[src/rtl/board_fb_pkg.sv]
// Shared constants, tile index type and arbiter FSM states for the board frame buffer.
// Optional clear feature: BOARD_FB_CLEAR_EN adds the StClear state.
package board_fb_pkg;

  localparam int unsigned TILE_W    = 17;
  localparam int unsigned NUM_TILES = 16;

  // Tile index {row, col} on the 4x4 board
  typedef logic [3:0] tile_idx_t;

  typedef enum logic [2:0] {
    StIdle,
    StPending,
    StCopy,
    StDone
`ifdef BOARD_FB_CLEAR_EN
    ,
    StClear
`endif
  } fb_state_e;

endpackage

[src/rtl/board_fb_regfile.sv]
// Tile storage: one synchronous write port, two asynchronous read ports,
// synchronously cleared to zero on reset.
module board_fb_regfile #(
  parameter int unsigned Width = 17,
  parameter int unsigned Depth = 16,
  localparam int unsigned AddrW = $clog2(Depth)
) (
  input  logic             clk_i,
  input  logic             rst_i,
  input  logic             we_i,
  input  logic [AddrW-1:0] waddr_i,
  input  logic [Width-1:0] wdata_i,
  input  logic [AddrW-1:0] raddr_a_i,
  output logic [Width-1:0] rdata_a_o,
  input  logic [AddrW-1:0] raddr_b_i,
  output logic [Width-1:0] rdata_b_o
);

  logic [Width-1:0] mem_q [Depth];

  // Storage update: clear on reset, otherwise single write per cycle
  always_ff @(posedge clk_i) begin
    if (rst_i) begin
      mem_q <= '{default: '0};
    end else if (we_i) begin
      mem_q[waddr_i] <= wdata_i;
    end
  end

  assign rdata_a_o = mem_q[raddr_a_i];
  assign rdata_b_o = mem_q[raddr_b_i];

endmodule

[src/rtl/board_fb_arbiter.sv]
// Double-buffered tile store between game logic (shadow writes) and the VGA board
// renderer (front reads). Shadow is copied to front only during vertical blank.
// Optional feature macro: BOARD_FB_CLEAR_EN (adds clear_req/clear_done and StClear).
module board_fb_arbiter #(
  parameter int unsigned TILE_W    = board_fb_pkg::TILE_W,
  parameter int unsigned NUM_TILES = board_fb_pkg::NUM_TILES
) (
  input  logic              CLK100MHZ,
  input  logic              reset,
  input  logic              pix_stb,
  input  logic              vblank,
  input  logic [1:0]        row,
  input  logic [1:0]        col,
  output logic [TILE_W-1:0] data,
  input  logic              wr_req,
  input  logic [3:0]        wr_addr,
  input  logic [TILE_W-1:0] wr_data,
  output logic              wr_ack,
  input  logic              commit_req,
  output logic              commit_done,
`ifdef BOARD_FB_CLEAR_EN
  input  logic              clear_req,
  output logic              clear_done,
`endif
  output logic              busy
);

  import board_fb_pkg::*;

  fb_state_e         state_q, state_d;
  tile_idx_t         idx_q, idx_d;
  logic              wr_ack_q;
  logic [TILE_W-1:0] data_q;
  logic              wr_take;
  logic              copy_en;
  logic              clear_en;
  logic              start_clear;

  logic              sh_we;
  tile_idx_t         sh_waddr;
  logic [TILE_W-1:0] sh_wdata;
  logic [TILE_W-1:0] sh_rdata;
  logic [TILE_W-1:0] front_rdata;
  logic [TILE_W-1:0] sh_rd_unused;
  logic [TILE_W-1:0] front_rd_unused;

`ifdef BOARD_FB_CLEAR_EN
  logic clear_done_q;
  assign start_clear = clear_req;
`else
  assign start_clear = 1'b0;
`endif

  // A write is taken only in IDLE, never in the cycle right after an ack, and never
  // when a commit (or clear) is requested in the same cycle.
  assign wr_take = (state_q == StIdle) && wr_req && !wr_ack_q && !commit_req && !start_clear;

  // State register and datapath registers
  always_ff @(posedge CLK100MHZ) begin
    if (reset) begin
      state_q  <= StIdle;
      idx_q    <= '0;
      wr_ack_q <= 1'b0;
      data_q   <= '0;
    end else begin
      state_q  <= state_d;
      idx_q    <= idx_d;
      wr_ack_q <= wr_take;
      if (pix_stb) begin
        data_q <= front_rdata;
      end
    end
  end

`ifdef BOARD_FB_CLEAR_EN
  // clear_done pulses the cycle after the last shadow entry is zeroed
  always_ff @(posedge CLK100MHZ) begin
    if (reset) begin
      clear_done_q <= 1'b0;
    end else begin
      clear_done_q <= (state_q == StClear) && (idx_q == 4'hF);
    end
  end
`endif

  // Next-state logic
  always_comb begin
    state_d = state_q;
    unique case (state_q)
      StIdle: begin
        if (start_clear) begin
`ifdef BOARD_FB_CLEAR_EN
          state_d = StClear;
`endif
        end else if (commit_req) begin
          state_d = StPending;
        end
      end
      StPending: if (vblank) state_d = StCopy;
      // Copy is atomic: vblank is not looked at once it has started
      StCopy:    if (idx_q == 4'hF) state_d = StDone;
      StDone:    state_d = StIdle;
`ifdef BOARD_FB_CLEAR_EN
      StClear:   if (idx_q == 4'hF) state_d = StIdle;
`endif
      default:   state_d = StIdle;
    endcase
  end

  // Output and datapath control decode
  always_comb begin
    copy_en     = (state_q == StCopy);
`ifdef BOARD_FB_CLEAR_EN
    clear_en    = (state_q == StClear);
`else
    clear_en    = 1'b0;
`endif
    // idx wraps 15 -> 0 exactly as COPY/CLEAR is left
    idx_d       = (copy_en || clear_en) ? idx_q + 4'd1 : 4'd0;
    busy        = (state_q != StIdle);
    commit_done = (state_q == StDone);
    wr_ack      = wr_ack_q;
    data        = data_q;
    sh_we       = wr_take;
    sh_waddr    = wr_addr;
    sh_wdata    = wr_data;
    if (clear_en) begin
      sh_we    = 1'b1;
      sh_waddr = idx_q;
      sh_wdata = '0;
    end
  end

`ifdef BOARD_FB_CLEAR_EN
  assign clear_done = clear_done_q;
`endif

  board_fb_regfile #(
    .Width (TILE_W),
    .Depth (NUM_TILES)
  ) u_shadow (
    .clk_i     (CLK100MHZ),
    .rst_i     (reset),
    .we_i      (sh_we),
    .waddr_i   (sh_waddr),
    .wdata_i   (sh_wdata),
    .raddr_a_i (idx_q),
    .rdata_a_o (sh_rdata),
    .raddr_b_i (4'd0),
    .rdata_b_o (sh_rd_unused)
  );

  board_fb_regfile #(
    .Width (TILE_W),
    .Depth (NUM_TILES)
  ) u_front (
    .clk_i     (CLK100MHZ),
    .rst_i     (reset),
    .we_i      (copy_en),
    .waddr_i   (idx_q),
    .wdata_i   (sh_rdata),
    .raddr_a_i ({row, col}),
    .rdata_a_o (front_rdata),
    .raddr_b_i (idx_q),
    .rdata_b_o (front_rd_unused)
  );

endmodule

[config.mk]
export PLATFORM = sky130hd
export DESIGN_NAME = board_fb_arbiter
export DESIGN_NICKNAME = d
export VERILOG_FILES = /design/src/rtl/board_fb_pkg.sv /design/src/rtl/board_fb_regfile.sv /design/src/rtl/board_fb_arbiter.sv
export SDC_FILE = /design/constraint.sdc
export NUM_CORES = 1
export LEC_CHECK = 0
export CORE_MARGIN = 4
export CORE_UTILIZATION = 30
export DETAILED_ROUTE_END_ITERATION = 7
export PLACE_DENSITY_LB_ADDON = 0.12
export SLEW_MARGIN = 10
export SYNTH_ARGS = -nofsm -noshare
export SYNTH_HDL_FRONTEND = slang
export SYNTH_HIERARCHICAL = 1
export SYNTH_SLANG_ARGS = --single-unit
[constraint.sdc]
create_clock -name CLK100MHZ -period 2.1 [get_ports CLK100MHZ]
set_input_delay 0.315 -clock CLK100MHZ [delete_from_list [all_inputs] [get_ports CLK100MHZ]]
set_output_delay 0.315 -clock CLK100MHZ [all_outputs]
set_load 0.05 [all_outputs]
==> flow_summary.json, run 1 <==
{
  "coreArea_mm2": 0.0855,
  "violations": "setup timing",
  "period_minus_slack_ns": 2.13,
  "insertion_delay_ns": 0.62,
  "die-width_um": 302,
  "cts_tree": "yes",
  "cpMaxStageDelayCell": "or3b_4",
  "met2_length_um": 49700,
  "synth_nets": 3014,
  "antenna_found_initial": 1,
  "clock_sinks": 568,
  "start_util_pct": 30.4,
  "dp_hpwl_um": 55000,
  "place_congestion": 0.736,
  "synthCells": 2976,
  "track_usage_pct": 22.7,
  "grt_max_degree": 85,
  "grt_pass1_wl_um": 157000,
  "finalHoldViolations": 0,
  "drcViolationCount": 0,
  "hold-path-cell-count": 2,
  "critPathMaxFanout": 9,
  "wl_um": 109000,
  "setup_viol": 21,
  "met1_length_um": 46600,
  "clk_pin_slew_ns": 0.06,
  "power.total_uw": 27100,
  "clk_path_buf_depth": 3,
  "cts_buffers": 70,
  "wl_per_cell_um": 26.5,
  "n_fill_cell": 8376,
  "viasPerCell": 5.96,
  "stdcell_area_mm2": 0.0326,
  "syn_area_mm2": 0.0260,
  "status": "finished, violations left",
  "io_buffers": 50,
  "firstDrtPassIters": 6,
  "hold_class": "in -> reg",
  "row_count": 107,
  "most-common-layout-cells": "564 x dfxtp_1, 518 x nand3_1, 515 x a21oi_1, 402 x o21ai_0, 136 x mux4_2",
  "place_area_mm2": 0.0289,
  "min_period_over_period_pct": 102,
  "cp-start-kind": "flop",
  "cts_hold_buffers": 0,
  "p_per_area_mw_per_mm2": 830,
  "final_nets": 2956,
  "critical_path_class": "reg -> reg",
  "io_pins": 51,
  "timing.critical_path.buf_inv": 3,
  "die-area_mm2": 0.0914,
  "mostFrequentLayoutCell": "dfxtp_1",
  "syn_to_final_growth_pct": 25.4,
  "routed.top_layer": "met4",
  "r2r_cells": 8,
  "rsz0062_at_grt": "true",
  "vias": 24500,
  "clock.fmax_mhz": 469,
  "synth_warnings": 6,
  "grt_pass1_vias": 24100,
  "cp.required_ns": 2.59,
  "final.setup.worst_slack_ns": -0.0339,
  "vdd_drop_max_uv": 504,
  "slew_violations": 0,
  "worst_pin_slew_ns": 0.768,
  "finish.utilization_pct": 38.1,
  "crit_cells": 8,
  "pre_cts_slack_ns": -0.578,
  "drt_iter0_drc": 2789,
  "layout-drive-gt1-share_pct": 21.9,
  "max-slew-margin-rel_pct": 48.6,
  "ant_nets": 0,
  "drv_cap": 0,
  "synth_area_per_cell_um2": 8.73,
  "end_kind": "flop",
  "cp_cell_sequence": "inv_2 -> ha_4 -> nor4bb_4 -> buf_4 -> or3b_4 -> buf_12 -> o21ai_0 -> a21oi_2",
  "dr_wl_met3_um": 9470,
  "cp.arrival_ns": 2.62,
  "root_buffer": "clkbuf_16",
  "h-tree-depth": 3,
  "p_leak_uw": 0.0104,
  "slowest_delay_ns": 0.47,
  "diodes": 0,
  "overflow": 0,
  "crit_family": "simple AND/OR/NAND/NOR gates",
  "die_h_um": 302,
  "skew_ns": 0.0197
}
final timing paths:
check	start	slack, ns	endpoint
worst max-delay path	state_q[1]$_SDFFE_PP0P_	-0.03	u_shadow/mem_q[248]$_SDFFE_PP0P_
worst min-delay path	reset	0.13	u_shadow/mem_q[105]$_SDFFE_PP0P_
worst max register to register	state_q[1]$_SDFFE_PP0P_	-0.03	u_shadow/mem_q[248]$_SDFFE_PP0P_
worst min register to register	u_shadow/mem_q[193]$_SDFFE_PP0P_	0.46	u_shadow/mem_q[193]$_SDFFE_PP0P_
timing repair:
action,in CTS,in global routing
pin swaps,18,35
hold endpoints to repair,0,0
resized for setup,130,197
buffers inserted,18,17
setup endpoints to repair,453,328
gates cloned,14,11
flip-flops by register name, indices dropped and copies added (netlist names):
signal	count
idx_q	4
state_q	2
u_front/mem_q	272
wr_ack	1
u_shadow/mem_q	272
data	17
metal layers:
layer,vias up,global-route usage [%]
met5,-,0
met4,0,7.62
met3,174,4.44
met2,1200,35.6
met1,12300,31.2
li1,10800,-
layout make-up:
type | count | area [um^2] | share of cell area, %
clock buffer | 102 | 2020 | 6.20
clock inverter | 22 | 226 | 0.695
inverter | 6 | 22.5 | 0.0691
multi-input combinational | 1986 | 13400 | 41.2
sequential | 568 | 11400 | 34.9
tap | 1144 | 1430 | 4.39
timing repair buffer | 286 | 4090 | 12.5
power breakdown:
| part | internal [uW] | leakage, uW | switching, uW | total, uW |
|---|---|---|---|---|
| Sequential | 10900 | 0.00458 | 48.1 | 10900 |
| Combinational | 1430 | 0.00467 | 2800 | 4230 |
| Clock | 6970 | 0.00111 | 4950 | 11900 |
| Total | 19300 | 0.0104 | 7800 | 27100 |
per-stage QoR:
step / hold slack (ns) / setup TNS (ns) / instances
after detailed placement: 0.463 / -129.70 / 3942
final: 0.132 / -0.256 / 4114
after global routing: 0.131 / -11.23 / 4114
after CTS: 0.102 / -4.32 / 4098
after floorplan: 0.451 / 0 / 2976
after global placement: 0.457 / -117.31 / 3942
Power figures use the tool's default switching activity.
==> run 2, diff against run 1 <==
Settings changed: MAX_ROUTING_LAYER set to met4, TNS_END_PERCENT set to 100.
==> run 2 against run 1 <==
  * Non-clock buffer count up 2
  * Setup slack better by 0.0051 ns
  * The flow still finishes with violations (setup timing)
  * Utilization up 0.13 points
  * Largest cell class unchanged
  * Sequential power about the same
  * Via count up 0.13%
  * Highest routed layer unchanged
==> flow_summary.json, run 2 (synthesis gave the netlist of run 1 again) <==
{
  "status": "finished, violations left",
  "violations": "setup timing",
  "cp-start-kind": "flop",
  "wl_um": 109000,
  "place_area_mm2": 0.0289,
  "worst_r2r_startpoint": "state_q[1]$_SDFFE_PP0P_",
  "ant_nets": 0,
  "rsz0062_at_grt": "true",
  "finalNonFillerCells": 4116,
  "vdd_drop_max_uv": 500,
  "grt_pass1_wl_um": 157000,
  "timing.critical_path.buf_inv": 4,
  "cp-startpoint": "state_q[1]$_SDFFE_PP0P_",
  "multi_input_area_mm2": 0.0135,
  "antenna_found_initial": 1,
  "track_usage_pct": 23.3,
  "insertion_delay_ns": 0.62,
  "regArea_mm2": 0.0114,
  "cts_tree": "yes",
  "end_kind": "flop",
  "grt_pass1_vias": 24100,
  "cp.arrival_ns": 2.61,
  "h-tree-depth": 3,
  "dp_hpwl_um": 55000,
  "root_buffer": "clkbuf_16",
  "p_leak_uw": 0.0104,
  "die-area_mm2": 0.0914,
  "die_h_um": 302,
  "critical_path_class": "reg -> reg",
  "slowest_delay_ns": 0.46,
  "drcViolationCount": 0,
  "die-width_um": 302,
  "clock_sinks": 568,
  "crit_family": "simple AND/OR/NAND/NOR gates",
  "worst_pin_slew_ns": 0.770,
  "stdcell_area_mm2": 0.0327,
  "mostFrequentLayoutCell": "dfxtp_1",
  "row_count": 107,
  "place_congestion": 0.745,
  "drt_iter0_drc": 2772,
  "setup_viol": 20,
  "coreArea_mm2": 0.0855,
  "clock.fmax_mhz": 470,
  "firstDrtPassIters": 5,
  "critPathMaxFanout": 8,
  "dp.cells": 3942,
  "layout-drive-gt1-share_pct": 22.5,
  "cp.required_ns": 2.58,
  "most-common-layout-cells": "564 x dfxtp_1, 509 x nand3_1, 504 x a21oi_1, 418 x o21ai_0, 136 x mux4_2",
  "min_period_over_period_pct": 101,
  "diodes": 0,
  "hold_start": "reset",
  "period_minus_slack_ns": 2.13,
  "cpMaxStageDelayCell": "or3b_4",
  "pre_cts_slack_ns": -0.578,
  "start_util_pct": 30.4,
  "final.setup.tns_ns": -0.250,
  "vias": 24500,
  "io_buffers": 50,
  "finalHoldViolations": 0,
  "clk_path_buf_depth": 3,
  "io_pins": 51,
  "final_nets": 2958,
  "hold_class": "in -> reg",
  "overflow": 0,
  "final.setup.worst_slack_ns": -0.0289,
  "n_fill_cell": 8359,
  "grt_max_degree": 85,
  "clk_pin_slew_ns": 0.06,
  "viasPerCell": 5.96,
  "slew_violations": 0,
  "wl_per_cell_um": 26.4,
  "syn_to_final_growth_pct": 25.9,
  "cp_cell_sequence": "inv_2 -> ha_4 -> nor4bb_4 -> buf_4 -> or3b_4 -> buf_12 -> buf_16 -> o21ai_2 -> a21oi_1",
  "cts_buffers": 70,
  "max-slew-margin-rel_pct": 48.5,
  "skew_ns": 0.0213,
  "drv_cap": 0,
  "p_per_area_mw_per_mm2": 828
}
-- run 2: worst paths after layout --
path	endpoint	slack, ns	depth (start not counted)
hold / removal	u_shadow/mem_q[105]$_SDFFE_PP0P_	0.13	2
hold reg to reg	u_shadow/mem_q[193]$_SDFFE_PP0P_	0.46	2
setup / recovery	u_shadow/mem_q[266]$_SDFFE_PP0P_	-0.03	9
setup reg to reg	u_shadow/mem_q[266]$_SDFFE_PP0P_	-0.03	9
-- run 2: area by class of cell --
| class | count | area share, % |
|---|---|---|
| Inverter | 6 | 0.0688 |
| Sequential cell | 568 | 34.8 |
| Multi-Input combinational cell | 1986 | 41.4 |
| Timing Repair Buffer | 288 | 12.5 |
| Clock inverter | 22 | 0.692 |
| Clock buffer | 102 | 6.18 |
| Tap cell | 1144 | 4.38 |
-- run 2: timing repair --
item	in CTS	in global routing
pin swaps	18	41
buffers inserted	18	19
hold buffers	0	0
gates resized for setup	130	207
endpoints found under the hold margin	0	0
setup endpoints to repair	453	317
cloned	14	11
-- run 2: through the flow --
stage               hold slack, ns  power (uW)  util [%]
global placement             0.457       14800      33.8
CTS                          0.102       27100      37.4
floorplan                    0.451       13000         -
global route                 0.131       27900      38.2
detailed placement           0.463       14800      33.8
finish                       0.126       27100      38.2
-- run 2: report_power, final --
part	switching (uW)	internal, uW	leakage [uW]	total, uW
logic	2810	1430	0.00468	4240
registers	47.9	10900	0.00458	10900
clock network	4950	6970	0.00111	11900
total	7810	19300	0.0104	27100
-- run 2: per-layer routing --
metal  share of wire, %  track usage, %
met5                  0               -
met4                2.8            7.61
met3                8.3            4.44
met2                 46            35.6
met1                 43            31.3
